### config.mk
export PLATFORM = sky130hd
export DESIGN_NAME = byte_serdes_arith
export DESIGN_NICKNAME = d
export VERILOG_FILES = /design/src/rtl/byte_serdes_arith.sv
export SDC_FILE = /design/constraint.sdc
export NUM_CORES = 1
export LEC_CHECK = 0
export ABC_AREA = 1
export BUFFER_PORTS_ARGS = -buffer_cell sky130_fd_sc_hd__buf_2
export CORE_UTILIZATION = 30
export CTS_CLUSTER_SIZE = 30
export DETAILED_ROUTE_END_ITERATION = 12
export SETUP_SLACK_MARGIN = 0.2
export SLEW_MARGIN = 20
export SYNTH_ARGS = -nofsm -noshare
export SYNTH_HDL_FRONTEND = slang
export SYNTH_SLANG_ARGS = --single-unit
### constraint.sdc
create_clock -name clk -period 1.92 [get_ports clk]
set_input_delay 0.288 -clock clk [delete_from_list [all_inputs] [get_ports clk]]
set_output_delay 0.288 -clock clk [all_outputs]
set_load 0.02 [all_outputs]
### src/rtl/byte_serdes_arith.sv
// Byte-serial operand loader / result unloader around external arithmetic units.
// Operands arrive LSB-first into a/b; a selected WIDTH+1 result is streamed back out.
module byte_serdes_arith #(
  parameter  int WIDTH   = 24,
  parameter  int NUM_CH  = 2,
  parameter  int LATENCY = 0,
  localparam int SELW    = (NUM_CH > 1) ? $clog2(NUM_CH) : 1
) (
  input  logic                         clk,
  input  logic                         rst,
  input  logic                         start,
  input  logic                         abort,
  input  logic [7:0]                   in_byte,
  input  logic                         in_valid,
  input  logic [SELW-1:0]              sel,
  input  logic [NUM_CH*(WIDTH+1)-1:0]  z_in,
  output logic [WIDTH-1:0]             a,
  output logic [WIDTH-1:0]             b,
  input  logic                         out_ready,
  output logic [7:0]                   out_byte,
  output logic                         out_valid,
  output logic                         carry,
  output logic                         busy,
  output logic                         done
);

  localparam int NBYTES = (WIDTH + 7) / 8;
  localparam int RBYTES = (WIDTH + 8) / 8;
  localparam int CW     = $clog2(RBYTES + 1);
  localparam int LW     = (LATENCY > 0) ? $clog2(LATENCY + 1) : 1;

  typedef enum logic [2:0] {IDLE, LOAD_A, LOAD_B, CALC, UNLOAD} state_t;

  state_t              state;
  logic [CW-1:0]       cnt;
  logic [LW-1:0]       lat_cnt;
  logic [WIDTH:0]      result;
  logic [WIDTH-1:0]    ld_val;
  logic [RBYTES*8-1:0] res_ext;
  logic [WIDTH:0]      z_sel;
  logic                last_in;
  logic                last_out;

  // Byte insertion is done bit-wise so bits of the top byte above WIDTH-1 simply fall away.
  always_comb begin
    ld_val = (state == LOAD_B) ? b : a;
    for (int unsigned j = 0; j < WIDTH; j++)
      if (cnt == CW'(j / 8)) ld_val[j] = in_byte[j % 8];

    res_ext = '0;
    res_ext[WIDTH:0] = result;
    out_byte = '0;
    for (int unsigned i = 0; i < RBYTES; i++)
      if (cnt == CW'(i)) out_byte = res_ext[i*8 +: 8];

    // Unmatched select codes (sel >= NUM_CH) fall through to channel 0.
    z_sel = z_in[WIDTH:0];
    for (int unsigned k = 1; k < NUM_CH; k++)
      if (sel == SELW'(k)) z_sel = z_in[k*(WIDTH+1) +: WIDTH+1];

    last_in  = (cnt == CW'(NBYTES - 1));
    last_out = (cnt == CW'(RBYTES - 1));
  end

  always_ff @(posedge clk) begin
    if (rst) begin
      state     <= IDLE;
      cnt       <= '0;
      lat_cnt   <= '0;
      a         <= '0;
      b         <= '0;
      result    <= '0;
      carry     <= 1'b0;
      done      <= 1'b0;
      out_valid <= 1'b0;
      busy      <= 1'b0;
    end else begin
      done <= 1'b0;
      if (abort) begin
        state     <= IDLE;
        cnt       <= '0;
        out_valid <= 1'b0;
        busy      <= 1'b0;
      end else begin
        case (state)
          IDLE: if (start) begin
            state <= LOAD_A;
            cnt   <= '0;
            busy  <= 1'b1;
          end
          LOAD_A: if (in_valid) begin
            a <= ld_val;
            if (last_in) begin
              state <= LOAD_B;
              cnt   <= '0;
            end else begin
              cnt <= cnt + CW'(1);
            end
          end
          LOAD_B: if (in_valid) begin
            b <= ld_val;
            if (last_in) begin
              state   <= CALC;
              cnt     <= '0;
              lat_cnt <= '0;
            end else begin
              cnt <= cnt + CW'(1);
            end
          end
          CALC: begin
            if (lat_cnt == LW'(LATENCY)) begin
              result    <= z_sel;
              carry     <= z_sel[WIDTH];
              state     <= UNLOAD;
              cnt       <= '0;
              out_valid <= 1'b1;
            end else begin
              lat_cnt <= lat_cnt + LW'(1);
            end
          end
          UNLOAD: if (out_ready) begin
            if (last_out) begin
              state     <= IDLE;
              cnt       <= '0;
              out_valid <= 1'b0;
              busy      <= 1'b0;
              done      <= 1'b1;
            end else begin
              cnt <= cnt + CW'(1);
            end
          end
          default: state <= IDLE;
        endcase
      end
    end
  end

endmodule

# Word level (Yosys, flattened, before mapping)
# Cells that the tools add are included.
# W data, S select, Z words.
[totals]
register_bits = 84
in_bits = 65
out_inout_bits = 60
[op_classes]
n_addsub = 2
n_eq_ne = 16
n_mux = 57
bitwise = 4
reduce_logical = 17
[op_table]
columns = ["op", "n"]
rows = [
  ["$mux W3", 14],
  ["$mux W1", 32],
  ["$mux W8", 4],
  ["$mux W25", 1],
  ["$mux W24", 1],
  ["$ne A2 B2 Y1 const B", 8],
  ["$pmux W3 S5", 1],
  ["$eq A3 B2 Y1 const B", 4],
  ["$pmux W3 S4", 1],
  ["$reduce_and A4 Y1", 3],
  ["$reduce_and A3 Y1", 3],
  ["$reduce_and A8 Y1", 1],
  ["$eq A3 B1 Y1 const B", 2],
  ["$logic_not A3 Y1", 2],
  ["$pmux W1 S2", 3],
  ["$reduce_bool A2 Y1", 3],
  ["$reduce_and A5 Y1", 1],
  ["$not A1 Y1", 4],
  ["$reduce_bool A4 Y1", 1],
  ["$reduce_or A2 Y1", 2],
  ["$reduce_or A4 Y1", 1],
  ["$add A3 B1 Y3 const B", 1],
  ["$eq A3 B3 Y1 const B", 1],
  ["$ne A2 B1 Y1 const B", 1],
  ["$add A1 B1 Y1 const B", 1],
]

# Depth between registers and ports, before layout
# Gate-level depths: netlist (run 1).
[logic_depth]
ltp_word = 5
mapped_depth = 10

# Worst setup path after synthesis (run 1)
# No wires, ideal clock.
[synth_path]
path_type = "register to output"
startpoint = "register cnt[0]"
endpoint = "output port out_byte[0]"
arrival_ns = 1.633
path_slack_ns = -0.001
path_stages_with_launch = 10
cell_sequence = "dfxtp_1 > inv_1 > ha_1 > inv_1 > nor2_1 > inv_2 > buf_2 > nand3_1 > o21ai_0 > o21ai_0"
[synth_between]
elab_chain_len = 5
elab_cells_between_ends = 8
cone_classes = "eq/ne (3); mux (4); reduce/logical (1)"
[synth_rtl]
columns = ["item", "line", "text"]
rows = [
  ["from (decl)", "35", "logic [CW-1:0] cnt;"],
  ["from (signal assigned)", "97", "cnt <= cnt + CW'(1);"],
  ["from (signal assigned)", "107", "cnt <= cnt + CW'(1);"],
  ["from (signal assigned)", "129", "cnt <= cnt + CW'(1);"],
  ["$logic_not A3 Y1", "54", "if (cnt == CW'(i)) out_byte = res_ext[i*8 +: 8];"],
  ["$mux W8 (3 in a row)", "54", ""],
  ["$mux W8 *", "54", ""],
  ["to (decl)", "20", "output logic [7:0] out_byte,"],
]
# Every way passes the cells marked *; elsewhere a longest branch is shown, timed or not.

# Final worst setup path (run 1)
[layout_path]
startpoint = "register cnt[0]"
endpoint = "output port out_byte[4]"
[layout_between]
elab_cells_between_ends = 8
cone_classes = "eq/ne (3); mux (4); reduce/logical (1)"
[layout_rtl]
columns = ["item", "line", "text"]
rows = [
  ["$eq A3 B2 Y1", "-", ""],
  ["via last_out", "42", "logic last_out;"],
  ["$mux W8", "54", ""],
]
# The timed path passes the listed nets, and every way through them passes these cells.

==> flow_summary.toml, run 1 <==
[run_status]
status = "finished with violations"
violations = "setup timing"

[layout]
layout-drive-gt1-share = 0.337
syn2layout_area_growth_pct = 31.4
nets = 828
post-route-util = 0.411
diodes = 0
fin_cells = 946

[place]
post-dp-hpwl_mm = 8.74
port_buffers = 124
place_congestion = 0.768
placed_cells = 919
place_ws_ns = 0.0611

[worst_setup_path]
timing.rr.start = "cnt[1]"
crit_end = "out_byte[4]"
r2r_slack_ns = 0.23
r2r_end = "a[12]"
worst_path_max_delay_cell = "dfxtp_4"
crit_arrival_ns = 1.64
crit_top_cell = "ha_2"
crit_start = "cnt[0]"
worstPathCellList = "ha_2 -> ha_2 -> inv_4 -> o21ai_1 -> a31oi_2 -> buf_4"
r2r_cells = 11
cp-start-kind = "register"
cp.required_ns = 1.63
cp_slowest_stage_delay_ns = 0.38
end_kind = "output pin"
worst-path-max-fanout = 8
critPathKind = "reg2out"

[grt]
grt_use_total = 0.167
grt_max_degree = 59
grt_pass1_wl_mm = 20.9
grt_overflow = 0
antenna_found_initial = 0
grt_pass1_vias = 4088

[clock_tree]
clkLatencyLatePin_ns = 0.34
h-tree-depth = 3
cts_buffers = 9
cts.path.max_buffers = 2
clkTransAtPathRegs_ns = 0.06
cts.sinks = 82
cts_tree = "built"
ctsRootBufferMaster = "clkbuf_16"

[floorplan]
dieArea_mm2 = 0.0159
row_count = 44
initial_utilization = 0.313
dieHeight_um = 126
core_mm2 = 0.0148
dieWidth_um = 126
ios = 125

[detailed_routing]
routed_wl_mm = 12.6
ant_nets = 0
drt-wirelength-per-cell_um = 13.3
vias = 4421
drc = 0
routed_via_density = 4.67
first_pass_iters = 4
first_iter_violations = 275

[yosys]
yosys_warnings = 0
synth_top_area_cell = "dfxtp_1"
synth_nets = 707
synthMostInstantiatedCell = "nand2_1"
synth_top_area_share = 0.356
synth-seq-cells = 82
ys_seq_area_frac = 0.356
syn_inst = 636
synthArstFlopShare = 0
ys_types = 31
syn_area_mm2 = 0.00462
synth-edff-count = 0
synth_common_cells = "nand2_1, inv_1, nor2_1, dfxtp_1, nand3_1"
ys.flop_type = "dfxtp_1"
synth_area_leaders = "dfxtp_1, nand2_1, inv_1, nand3_1, nor2_1"
syn_avg_cell_area_um2 = 7.26

[timing]
max_slew_margin = 0.679
rsz0062_at_grt = "yes"
fin_crit_sh = 1.00
slew_viol_final = 0
setup_viol_count_final = 1
min_period_ns = 1.93
worst_slew_pin_slew_ns = 0.476
timing.fmax_mhz = 518
setup_slack_ns = -0.00955
hold_viol_final = 0
clock_skew_ns = 0.00483

[power]
vdd_drop_max_v = 0.000433
p_per_area_mw_per_mm2 = 686
leakagePower_nw = 2.96

[hold_path]
min_path_type = "in2reg"

[flow_run]
max_cap_violations = 0
how the worst min path moves through the flow:
stage	start	endpoint	cells after the start
4_1_cts	z_in[10]	result[10]	3
3_5_place_dp	out_valid	out_valid	2
3_3_place_gp	out_valid	out_valid	2
6_report	z_in[10]	result[10]	3
2_1_floorplan	out_ready	done	2
5_1_grt	z_in[35]	result[10]	3
flip-flops by register name, indices dropped and copies added (netlist names):
name	cells
b	24
a	24
result	24
done	1
carry	1
out_valid	1
cnt	3
busy	1
state	3
critical path, delay by kind of cell (launching register included):
family	cells	cell delay, ns
AO/OA/AOI/OAI	2	0.24
adder cells (fa/ha/maj)	2	0.39
buffers and inverters	2	0.28
flip-flops	1	0.38
layout by cell type (no fill, tap or decap), drive strengths merged, types with 7 or more instances in the layout:
cell	instances
a211oi	25
a21oi	31
a31oi	7
buf	144
clkbuf	9
dfxtp	82
inv	97
mux2i	25
nand2	124
nand3	70
nor2	90
o211ai	24
o21ai	12
cells by family (layout without fill, tap and decap cells):
logic type	Yosys count	count (layout)	share of synthesized area
AOI/OAI and AO/OA	100	100	0.179
adders and majority gates	6	6	0.0163
buffers and inverters	135	260	0.131
DFF	82	82	0.356
and+or+nand+nor	288	289	0.264
muxes	25	25	0.0542
per-stage QoR:
step                setup TNS, ns  instance area [um2]  total power (W)  hold slack (ns)
finish                   -0.00955                 6070          0.00416            0.286
global placement                0                 5460          0.00244            0.479
global route               -0.392                 6070          0.00438            0.300
CTS                       -0.0448                 6000          0.00422            0.276
detailed placement              0                 5460          0.00245            0.472
floorplan                       0                 4700          0.00224            0.470
final cells by class:
type                    instances  area [um2]
clock inverters                 7        68.8
clock buffers                   9         225
well taps                     184         230
repair buffers                144         900
flip-flops and latches         82        1650
inverters                      98         405
multi-input cells             420        2570
repair inverters                2        15.0
fillers                      1548        8690
power breakdown:
part | internal (W) | total [W] | switching (W)
clock | 0.00100 | 0.00173 | 0.000727
combinational | 0.000250 | 0.000650 | 0.000400
sequential | 0.00174 | 0.00178 | 0.0000379
total | 0.00300 | 0.00416 | 0.00116
metal layers:
layer	part of all wire	vias up	GRT usage
met4	0.016	0	0.0595
met3	0.051	17	0.0416
li1	-	2307	-
met5	0	-	0
met1	0.49	1993	0.228
met2	0.44	104	0.255
repair_timing:
item	CTS	global route
hold buffers	0	0
pin swaps	7	18
setup buffers	8	0
cloned	2	1
setup endpoints to repair	31	72
gates resized for setup	57	16
No activity file was read; power rests on OpenSTA's default activity.
==> inputs of run 2 (changes only) <==
--- a/config.mk
+++ b/config.mk
@@ -5,9 +5,9 @@
 export SDC_FILE = /design/constraint.sdc
 export NUM_CORES = 1
 export LEC_CHECK = 0
-export ABC_AREA = 1
 export BUFFER_PORTS_ARGS = -buffer_cell sky130_fd_sc_hd__buf_2
 export CORE_UTILIZATION = 30
+export CTS_BUF_LIST = sky130_fd_sc_hd__clkbuf_4 sky130_fd_sc_hd__clkbuf_8
 export CTS_CLUSTER_SIZE = 30
 export DETAILED_ROUTE_END_ITERATION = 12
 export SETUP_SLACK_MARGIN = 0.2
==> flow_summary.toml, run 2 <==
[run_status]
status = "finished with violations"
violations = "DRC, setup timing"

[timing]
clock_skew_ns = 0.0133
worst_slew_pin_slew_ns = 0.716
min_period_ns = 2.03
setup_viol_count_final = 8
rsz0062_at_grt = "yes"
fin_crit_sh = 1.06
timing.fmax_mhz = 493
slew_viol_final = 0
setup_slack_ns = -0.107
tns_ns = -0.569
max_slew_margin = 0.522
hold_viol_final = 0
hold_ws_ns = 0.260

[yosys]
ys_seq_area_frac = 0.407
synth_nets = 519
ys_types = 41
synth_area_leaders = "dfxtp_1, mux2i_1, nor2_1, a21oi_1, a22o_1"
synth_common_cells = "dfxtp_1, nor2_1, mux2i_1, a21oi_1, a211oi_1"
syn_area_mm2 = 0.00404
synthMostInstantiatedCell = "dfxtp_1"
syn_inst = 448
synth-edff-count = 0
synth-seq-cells = 82
synth_top_area_cell = "dfxtp_1"
ys.flop_type = "dfxtp_1"
synthArstFlopShare = 0
syn_avg_cell_area_um2 = 9.01
yosys_warnings = 0
synth_top_area_share = 0.407

[layout]
layout_commonest_cell = "buf_2"
nets = 651
diodes = 0
final_cell_mix = "buf_2, nor2_1, dfxtp_1"
fin_cells = 761
fillers = 1249
layout-drive-gt1-share = 0.397
reg.largest.list = "a x24, b x24, result x24"
syn2layout_area_growth_pct = 40.2

[grt]
grt_use_total = 0.162
grt_pass1_vias = 3449
grt_max_degree = 51
grt_pass1_wl_mm = 17.9
use_met1 = 0.207
met2_usage = 0.267
antenna_found_initial = 1
grt_overflow = 0
grt_use_met3 = 0.0344
busiest_layer = "met2"

[detailed_routing]
first_pass_iters = 8
first_iter_violations = 214
routed_via_density = 4.93
routed_wl_mm = 11.5
drt-wirelength-per-cell_um = 15.1
drc = 2
vias = 3748
ant_nets = 0

[clock_tree]
clkLatencyLatePin_ns = 0.37
cts.path.max_buffers = 2
clkTransAtPathRegs_ns = 0.10
cts_tree = "built"
ctsRootBufferMaster = "clkbuf_8"
cts_buffers = 9
cts.sinks = 82
h-tree-depth = 3

[power]
vdd_drop_max_v = 0.000303
clockPowerShare = 0.407
p_per_area_mw_per_mm2 = 583
p_sw_frac = 0.252
p_int_w = 0.00247
p_switching_w = 0.000833
leakagePower_nw = 2.44
p_seq_frac = 0.517
pwr-share-comb = 0.076
finalPower_w = 0.00330

[worst_setup_path]
cp-start-kind = "register"
crit_arrival_ns = 1.74
critPathKind = "reg2out"
end_kind = "output pin"
cp.required_ns = 1.63
worst-path-max-fanout = 9

[floorplan]
dieWidth_um = 118
dieArea_mm2 = 0.0139
dieHeight_um = 118
ios = 125
core_mm2 = 0.0132
row_count = 42
initial_utilization = 0.306

[flow_run]
max_cap_violations = 0

[hold_path]
min_path_type = "in2reg"

[place]
place_congestion = 0.757
post-dp-hpwl_mm = 8.10
placed_cells = 729
port_buffers = 124
place_ws_ns = 0.0340
[run 2: kinds of logic (layout without fill, tap and decap cells)]
group / Yosys count / count (layout) / synth area share
muxes: 73 / 73 / 0.181
and+or+nand+nor: 136 / 136 / 0.168
xor gates and xnor gates: 1 / 1 / 0.00217
AOI/OAI and AO/OA: 106 / 106 / 0.175
adders and majority gates: 6 / 6 / 0.0186
buffers and inverters: 44 / 181 / 0.0487
DFF: 82 / 82 / 0.407
[run 2: layout make-up]
type / instances / area [um2] / area share
clock buffer: 10 / 138 / 0.0243
clock inverter: 6 / 73.8 / 0.0130
inverter: 5 / 26.3 / 0.00464
multi-input combinational: 322 / 2510 / 0.443
sequential: 82 / 1660 / 0.292
tap: 176 / 220 / 0.0389
timing repair buffer: 160 / 1040 / 0.183
[run 2: worst max-delay path: stages (launching register included)]
cell,delay [ns]
dfxtp_4,0.37
buf_6,0.13
ha_4,0.16
ha_4,0.17
buf_12,0.15
o31ai_4,0.25
buf_6,0.15
[run 2: power groups by stage]
stage | sequential, W | clock [W] | combinational (W)
after floorplan | 0.00175 | 0 | 0.000115
after global placement | 0.00175 | 0 | 0.000231
after detailed placement | 0.00175 | 0 | 0.000235
after CTS | 0.00171 | 0.00136 | 0.000237
after global routing | 0.00171 | 0.00144 | 0.000272
final | 0.00171 | 0.00134 | 0.000251
[run 2: path summary, 6_finish.rpt]
kind / start / endpoint / slack (ns) / depth (start not counted)
max: cnt[1] / out_byte[0] / -0.11 / 6
max reg2reg: cnt[1] / state[0] / 0.23 / 6
min reg2reg: out_valid / out_valid / 0.48 / 2
min: in_byte[7] / b[7] / 0.26 / 3
[run 2: timing repair]
action / in CTS / in global routing
hold buffers: 0 / 0
cloned: 0 / 1
pin swaps: 14 / 7
setup buffers: 6 / 9
endpoints found under the setup margin: 38 / 72
resized for setup: 59 / 21
[run 2: metal layers]
metal / wire length, um / vias to the layer above
met5: 0 / -
met4: 188 / 0
met3: 540 / 13
met2: 5430 / 87
met1: 5320 / 1779
li1: - / 1869
[run 2: metrics by stage]
step / area [um2] / utilization
2_1_floorplan: 4150 / -
3_3_place_gp: 5010 / 0.380
3_5_place_dp: 5010 / 0.380
4_1_cts: 5480 / 0.416
5_1_grt: 5660 / 0.429
6_report: 5660 / 0.429
==> inputs of run 3 (changes only) <==
--- a/config.mk
+++ b/config.mk
@@ -6,10 +6,12 @@
 export NUM_CORES = 1
 export LEC_CHECK = 0
 export BUFFER_PORTS_ARGS = -buffer_cell sky130_fd_sc_hd__buf_2
-export CORE_UTILIZATION = 30
+export CORE_UTILIZATION = 50
 export CTS_BUF_LIST = sky130_fd_sc_hd__clkbuf_4 sky130_fd_sc_hd__clkbuf_8
 export CTS_CLUSTER_SIZE = 30
 export DETAILED_ROUTE_END_ITERATION = 12
+export PLACE_DENSITY = 0.78
+export RECOVER_POWER = 25
 export SETUP_SLACK_MARGIN = 0.2
 export SLEW_MARGIN = 20
 export SYNTH_ARGS = -nofsm -noshare
==> flow_summary.toml, run 3 (same netlist as run 2, synthesis figures left out) <==
[place]
place_area_mm2 = 0.00494
place_congestion = 0.862
port_buffers = 124
post-dp-hpwl_mm = 7.59

[grt]
grt_use_total = 0.259
grt_pass1_vias = 3660
grt_overflow = 0
grt_pass1_wl_mm = 17.3
antenna_found_initial = 0
grt_max_degree = 51

[timing]
setup_slack_ns = -0.131
max_slew_margin = 0.534
hold_viol_final = 0
rsz0062_at_grt = "yes"
timing.fmax_mhz = 487
clock_skew_ns = 0.0110
setup_viol_count_final = 8
fin_crit_sh = 1.07
hold_ws_ns = 0.253
min_period_ns = 2.05
worst_slew_pin_slew_ns = 0.697
slew_viol_final = 0

[layout]
syn2layout_area_growth_pct = 35.4
design_area_mm2 = 0.00547
layout_commonest_cell = "buf_2"
layout-drive-gt1-share = 0.318
diodes = 0
final_cell_mix = "buf_2, nor2_1, dfxtp_1"
reg.largest.list = "a x24, b x24, result x24"
nets = 650

[floorplan]
initial_utilization = 0.520
dieWidth_um = 91.9
row_count = 32
dieArea_mm2 = 0.00844
core_mm2 = 0.00777
dieHeight_um = 91.9
ios = 125

[detailed_routing]
drc = 0
first_iter_violations = 146
routed_via_density = 5.64
ant_nets = 0
vias = 3872
drt-wirelength-per-cell_um = 16.7
routed_wl_mm = 11.5
first_pass_iters = 4

[clock_tree]
cts.sinks = 82
clkTransAtPathRegs_ns = 0.09
cts_buffers = 9
cts_tree = "built"
ctsHoldBuffers = 0
h-tree-depth = 3
cts.path.max_buffers = 2
ctsRootBufferMaster = "clkbuf_8"
clkLatencyLatePin_ns = 0.36

[power]
p_per_area_mw_per_mm2 = 590
vdd_drop_max_v = 0.000458
leakagePower_nw = 2.30

[worst_setup_path]
critPathKind = "reg2out"
crit_arrival_ns = 1.76
worst-path-max-fanout = 7
cp-start-kind = "register"
cp.required_ns = 1.63
r2r_cells = 7
end_kind = "output pin"
r2r_slack_ns = 0.05
r2r_end = "a[18]"
timing.rr.start = "state[2]"

[hold_path]
holdPathEnd = "b[7]"
holdPathStages = 3
min_path_type = "in2reg"
min_from = "in_byte[7]"

[run_status]
status = "finished with violations"
violations = "setup timing"

[flow_run]
max_cap_violations = 0
-- run 3: cell types whose count changed in the layout (fill, tap and decap cells not counted), sizes merged --
| cell | change |
|---|---|
| inv | -1 |
| clkinvlp | +1 |
| buf | -36 |
| clkbuf | +35 |
-- run 3: final cells by class --
class,count,area (um2)
Tap cell,102,128
Multi-Input combinational cell,322,2460
Clock buffer,10,131
Fill cell,598,2300
Inverter,5,23.8
Timing Repair Buffer,159,1010
Sequential cell,82,1650
Clock inverter,6,66.3
-- run 3: repair_timing --
action                                  in CTS  in global routing
buffers inserted                             3                  5
gates cloned                                 0                  3
resized for setup                           46                 17
pin swaps                                    3                 10
endpoints found under the setup margin      52                 32
-- run 3: worst max-delay path: stages, from the launching register on --
cell	delay, ns
dfxtp_2	0.36
inv_4	0.05
ha_4	0.17
buf_6	0.12
nand3b_1	0.17
a21oi_2	0.18
a21oi_2	0.07
nor3_4	0.14
buf_6	0.15
-- run 3: per-stage QoR --
stage | power [W] | worst slack, ns | TNS (ns) | utilization | std cells
6_report | 0.00322 | -0.131 | -0.671 | 0.704 | 686
5_1_grt | 0.00332 | -0.220 | -1.61 | 0.704 | 686
4_1_cts | 0.00323 | -0.0930 | -0.495 | 0.688 | 678
3_5_place_dp | 0.00199 | 0.0220 | 0 | 0.636 | 659
3_3_place_gp | 0.00198 | 0.118 | 0 | 0.636 | 659
2_1_floorplan | 0.00187 | 0.159 | 0 | - | 448
-- run 3: worst max path at each step --
stage / startpoint / to / slack, ns
floorplan: cnt[1] / out_byte[1] / 0.16
finish: cnt[1] / out_byte[7] / -0.13
global placement: cnt[1] / out_byte[4] / 0.12
global route: cnt[1] / out_byte[7] / -0.22
detailed placement: cnt[0] / out_byte[5] / 0.02
CTS: cnt[1] / out_byte[4] / -0.09
-- run 3: metal layers --
layer / up-vias / global-route usage / share of wire
met5: - / 0 / 0
met4: 0 / 0.104 / 0.018
met3: 18 / 0.0531 / 0.063
met2: 141 / 0.445 / 0.49
met1: 1845 / 0.315 / 0.43
li1: 1868 / - / -
-- run 3: report_power, final --
part           internal (W)  total (W)  switching [W]
Combinational      0.000110   0.000245       0.000134
Clock              0.000618    0.00127       0.000655
Sequential          0.00170    0.00171     0.00000457
